==> config.mk <==
export PLATFORM = sky130hd
export DESIGN_NAME = spatz_spm_partition_ctrl
export DESIGN_NICKNAME = d
export VERILOG_FILES = /design/src/rtl/spatz_spm_partition_ctrl.sv
export SDC_FILE = /design/constraint.sdc
export NUM_CORES = 1
export LEC_CHECK = 0
export BUFFER_PORTS_ARGS = -buffer_cell sky130_fd_sc_hd__buf_2
export CORE_UTILIZATION = 40
export DETAILED_ROUTE_END_ITERATION = 7
export HOLD_SLACK_MARGIN = 0.08
export PLACE_DENSITY = 0.78
export SYNTH_ARGS = -nofsm -noshare
export SYNTH_HDL_FRONTEND = slang
export SYNTH_SLANG_ARGS = --single-unit
==> constraint.sdc <==
create_clock -name clk_i -period 5.3 [get_ports clk_i]
set_input_delay 0.53 -clock clk_i [delete_from_list [all_inputs] [get_ports clk_i]]
set_output_delay 0.53 -clock clk_i [all_outputs]
set_load 0.02 [all_outputs]
==> src/rtl/spatz_spm_partition_ctrl.sv <==
// spatz_spm_partition_ctrl: run-time SPM/cache split controller for the hybrid SRAM banks.
// Ports: cfg_* accepts a new SPM size (rows per bank) and optional zero-fill;
// done_o pulses on commit; spm_size_o drives the wrapper.
// cache_flush_req_o / cache_flush_done_i run the flush handshake, and
// cache_block_o / cache_busy_i quiesce the cache bank traffic.
// core_spm_* is the core SPM port, passed through to spm_* except while zero-filling.
module spatz_spm_partition_ctrl #(
   parameter int unsigned NumBanks      = 4,
   parameter int unsigned NumWords      = 512,
   parameter int unsigned DataWidth     = 32,
   parameter int unsigned ByteWidth     = 8,
   parameter int unsigned ResetSpmSize  = 0,
   parameter int unsigned MemAddrWidth  = $clog2(NumWords),
   parameter int unsigned BankAddrWidth = MemAddrWidth - $clog2(NumBanks),
   parameter int unsigned BeWidth       = DataWidth / ByteWidth
) (
   input  logic                     clk_i,
   input  logic                     rst_i,
   input  logic                     cfg_valid_i,
   output logic                     cfg_ready_o,
   input  logic [BankAddrWidth-1:0] cfg_spm_size_i,
   input  logic                     cfg_clear_i,
   output logic                     done_o,
   output logic [BankAddrWidth-1:0] spm_size_o,
   output logic                     cache_flush_req_o,
   input  logic                     cache_flush_done_i,
   output logic                     cache_block_o,
   input  logic [NumBanks-1:0]      cache_busy_i,
   input  logic                     core_spm_req_i,
   input  logic                     core_spm_we_i,
   input  logic [MemAddrWidth-1:0]  core_spm_addr_i,
   input  logic [DataWidth-1:0]     core_spm_wdata_i,
   input  logic [BeWidth-1:0]       core_spm_be_i,
   output logic                     core_spm_gnt_o,
   output logic                     spm_req_o,
   output logic                     spm_we_o,
   output logic [MemAddrWidth-1:0]  spm_addr_o,
   output logic [DataWidth-1:0]     spm_wdata_o,
   output logic [BeWidth-1:0]       spm_be_o
);

   localparam logic [2:0] IDLE   = 3'd0;
   localparam logic [2:0] FLUSH  = 3'd1;
   localparam logic [2:0] DRAIN  = 3'd2;
   localparam logic [2:0] INIT   = 3'd3;
   localparam logic [2:0] COMMIT = 3'd4;

   localparam logic [MemAddrWidth:0] Nb  = (MemAddrWidth+1)'(NumBanks);
   localparam logic [MemAddrWidth:0] One = (MemAddrWidth+1)'(1);

   logic [2:0]               state;
   logic [BankAddrWidth-1:0] new_size, old_size;
   logic                     clear;
   // one extra bit so the largest size cannot wrap the fill counter
   logic [MemAddrWidth:0]    cnt;
   logic [MemAddrWidth:0]    last;
   logic                     in_init;

   assign last    = (MemAddrWidth+1)'(new_size) * Nb - One;
   assign in_init = state == INIT;

   always_ff @(posedge clk_i) begin
      if (rst_i) begin
         state      <= IDLE;
         spm_size_o <= BankAddrWidth'(ResetSpmSize);
         new_size   <= '0;
         old_size   <= '0;
         clear      <= 1'b0;
         cnt        <= '0;
      end else begin
         case (state)
            IDLE: if (cfg_valid_i) begin
               new_size <= cfg_spm_size_i;
               clear    <= cfg_clear_i;
               old_size <= spm_size_o;
               if (cfg_spm_size_i == spm_size_o) begin
                  state      <= COMMIT;
                  spm_size_o <= cfg_spm_size_i;
               end else begin
                  state <= FLUSH;
               end
            end
            FLUSH: if (cache_flush_done_i) state <= DRAIN;
            DRAIN: if (cache_busy_i == '0) begin
               if (clear && new_size > old_size) begin
                  state <= INIT;
                  cnt   <= (MemAddrWidth+1)'(old_size) * Nb;
               end else begin
                  state      <= COMMIT;
                  spm_size_o <= new_size;
               end
            end
            INIT: if (cnt == last) begin
               state      <= COMMIT;
               spm_size_o <= new_size;
            end else begin
               cnt <= cnt + One;
            end
            default: state <= IDLE;
         endcase
      end
   end

   always_comb begin
      cfg_ready_o       = state == IDLE && !rst_i;
      done_o            = state == COMMIT;
      cache_flush_req_o = state == FLUSH;
      cache_block_o     = state == DRAIN || in_init || state == COMMIT;
      core_spm_gnt_o    = core_spm_req_i && !in_init;
      spm_req_o         = in_init ? 1'b1 : core_spm_req_i;
      spm_we_o          = in_init ? 1'b1 : core_spm_we_i;
      spm_addr_o        = in_init ? cnt[MemAddrWidth-1:0] : core_spm_addr_i;
      spm_wdata_o       = in_init ? '0 : core_spm_wdata_i;
      spm_be_o          = in_init ? '1 : core_spm_be_i;
   end

endmodule

==> reports/results.txt <==
Synth Register Bits: 35
actual slew at the worst max-slew pin: 1.16 ns
vias: 3,089
routed vias/inst: 5.54
IO Count: 122
filler cell count: 608
CP endpoint: state[0]
ys async rst share: 0
Finished Cell Area: 0.00345 sq mm
post-synthesis cell area: 0.00275 sq mm
setup violators final: 0
Post-DP Area: 0.00334 sq mm
R2R depth: 7
failing checks: design-rule violations
post-route ant nets: 0
Place WS: 2.36 ns
Synth Warn #: 0
clk root buf: clkbuf_8
grt total ovfl: 0
net switching power of the design: 0.656 mW
GRT Resource Usage Total: 0.235
H-tree levels: 2
sequential element share of the synthesized area: 0.254
worst r2r src: state[1]
Power Density: 404 mW/mm^2
Worst VDD drop: 0.000143 V
clk_lat worst skew: 0.30 ns
initial antenna violation count: 0
full die area: 0.00722 sq mm
Chip Height: 85.0 um
Synth top area share: 0.254
Hold Vio Cnt, Final: 0
final cell count without fillers: 558
first-pass GRT wire length: 13.8 mm
Final Cycle Share: 0.588
final core utilization: 0.532
Final Critical Period: 3.12 ns
most frequently used flop master after synthesis: dfxtp_1
row count: 29
Post-DP HPWL: 6.34 mm
CTS resizes: 0
vias in the first global route: 2,889
Worst Hold Depth: 3
Commonest cells post-synth: nand2_1, and2_1, dfxtp_1
Yosys cell types: 59
Net Sw Frac: 0.470
CTS tree: done
hold slack: 0.469 ns
Crit path required time: 5.48 ns
clock sinks: 35
postcts setup bufs: 0
# diodes: 0
syn avg cell area: 7.38 sq um
Leak: 1.50 nW
final setup margin: 2.18 ns
Final Max Slew Viols: 0
CP Launch Point: state[1]
Clock power frac: 0.179
Critical Path AT: 3.30 ns
status: finished with violations
most frequent cell after synthesis: nand2_1
Num CTS Buffers: 5
nature of the critical path startpoint: register
Max-Cap Viols: 0
Setup crit end kind: register
DRC Markers: 6
Area contributors post-synth: dfxtp_1, nand2_1, and2_1
R2R Path End: state[0]
CTS Hold Bufs: 0
worst reg2reg setup slack: 2.18 ns
syn_nets: 445
First-pass DRT Iterations: 7
RSZ-0062 raised after global routing: no
P_int: 0.739 mW
Worst slew margin: 0.223
Logic pwr share: 0.538
class of the worst hold path: input port to register
cells after synthesis: 373
Sequential Power Share: 0.284
CORE AREA: 0.00649 sq mm
total wire length: 8.54 mm
layout overhead on the synthesized area: 25.4%
fin nets: 552
Placed Cells incl. Taps: 550
share of cells above drive strength 1: 0.310
GP Congestion: 0.888
Tot Pwr: 1.40 mW
clock skew: 0.00817 ns
leading area contributor after synthesis: dfxtp_1
Worst Path Max Fanout: 17
Post-synth EDFFs: 0
initial DRC count: 351
CP Class: register to register
I/O Buffers: 121
Clock Path Buffers: 2
largest net degree at the start of global routing: 63
Fin Setup TNS: 0 ns
wire per inst: 15.3 um
clock transition at the registers of the reported paths: 0.08 ns
Die W: 85.0 um
Fmax: 321 MHz
Initial Util: 0.424
## cell type report
cell class | instances | area, sq um | area share
Clock buffer | 5 | 68.8 | 0.0199
Clock inverter | 3 | 43.8 | 0.0127
Inverter | 17 | 63.8 | 0.0185
Multi-Input combinational cell | 297 | 1850 | 0.536
Sequential cell | 35 | 701 | 0.203
Tap cell | 77 | 96.3 | 0.0279
Timing Repair Buffer | 124 | 628 | 0.182
## metal layers
| metal | share of wire | track usage | up-vias |
|---|---|---|---|
| met5 | 0 | 0 | - |
| met4 | 0.024 | 0.0863 | 0 |
| met3 | 0.059 | 0.0399 | 17 |
| met2 | 0.49 | 0.391 | 137 |
| met1 | 0.42 | 0.306 | 1421 |
| li1 | - | - | 1514 |
## layout by cell type (no fill, tap or decap), types with 2 or more instances in the layout
cell	netlist	routed
nor3b_1	2	2
mux2i_1	2	2
o21ai_0	7	7
a22oi_1	4	4
nor2_1	14	14
a211oi_1	6	6
buf_4	0	3
nand3_1	4	4
clkbuf_8	0	5
and3_1	6	6
o211ai_1	3	3
nand2b_1	10	10
xor2_1	4	4
a2111oi_0	4	4
o32ai_1	6	6
a21oi_1	24	24
a221oi_2	6	6
and2_1	40	40
ha_1	9	9
buf_2	2	121
xnor2_1	11	11
a2bb2oi_1	2	2
nor2b_1	3	3
a21o_1	3	3
nand2_1	85	85
nor3_1	5	5
dfxtp_1	35	35
inv_1	16	16
or3_1	2	2
nand4_1	6	6
nor4_1	4	4
## power by group through the flow
stage          sequential [mW]  clock (mW)  combinational, mW
2_1_floorplan            0.388           0              0.557
3_3_place_gp             0.395           0              0.723
3_5_place_dp             0.400           0              0.738
4_1_cts                  0.394       0.249              0.743
5_1_grt                  0.404       0.260              0.827
6_report                 0.396       0.249              0.751
## worst min-delay path by stage
stage                            from  slack (ns)           to
final                     cfg_clear_i        0.47        clear
after detailed placement  old_size[5]        0.50  old_size[5]
after global placement    old_size[5]        0.48  old_size[5]
after CTS                 cfg_clear_i        0.47        clear
after global routing      cfg_clear_i        0.49        clear
after floorplan           old_size[6]        0.45  old_size[6]
## critical path, cell delays in order (launching register included)
cell and delay [ns]:
dfxtp_1 0.50, nand2b_1 0.42, nor2_1 0.21, buf_4 0.24, nand4_1 0.15, a2111oi_2 1.04, o21ai_0 0.25, mux2i_1 0.18
## sequential cells by signal, summed over array words and instances, names as in the netlist
name	count
cnt	10
new_size	7
old_size	7
spm_size_o	7
state	3
clear	1
## cell families (layout without fill, tap and decap cells)
kind of cell | Yosys count | after routing | share of synthesized area
DFF | 35 | 35 | 0.254
xor gates and xnor gates | 15 | 15 | 0.0477
AOI/OAI and AO/OA | 81 | 81 | 0.226
muxes | 3 | 3 | 0.0114
and+or+nand+nor | 189 | 189 | 0.347
buffers and inverters | 41 | 149 | 0.0727
adders and majority gates | 9 | 9 | 0.0409
No activity file was read; power rests on OpenSTA's default activity.
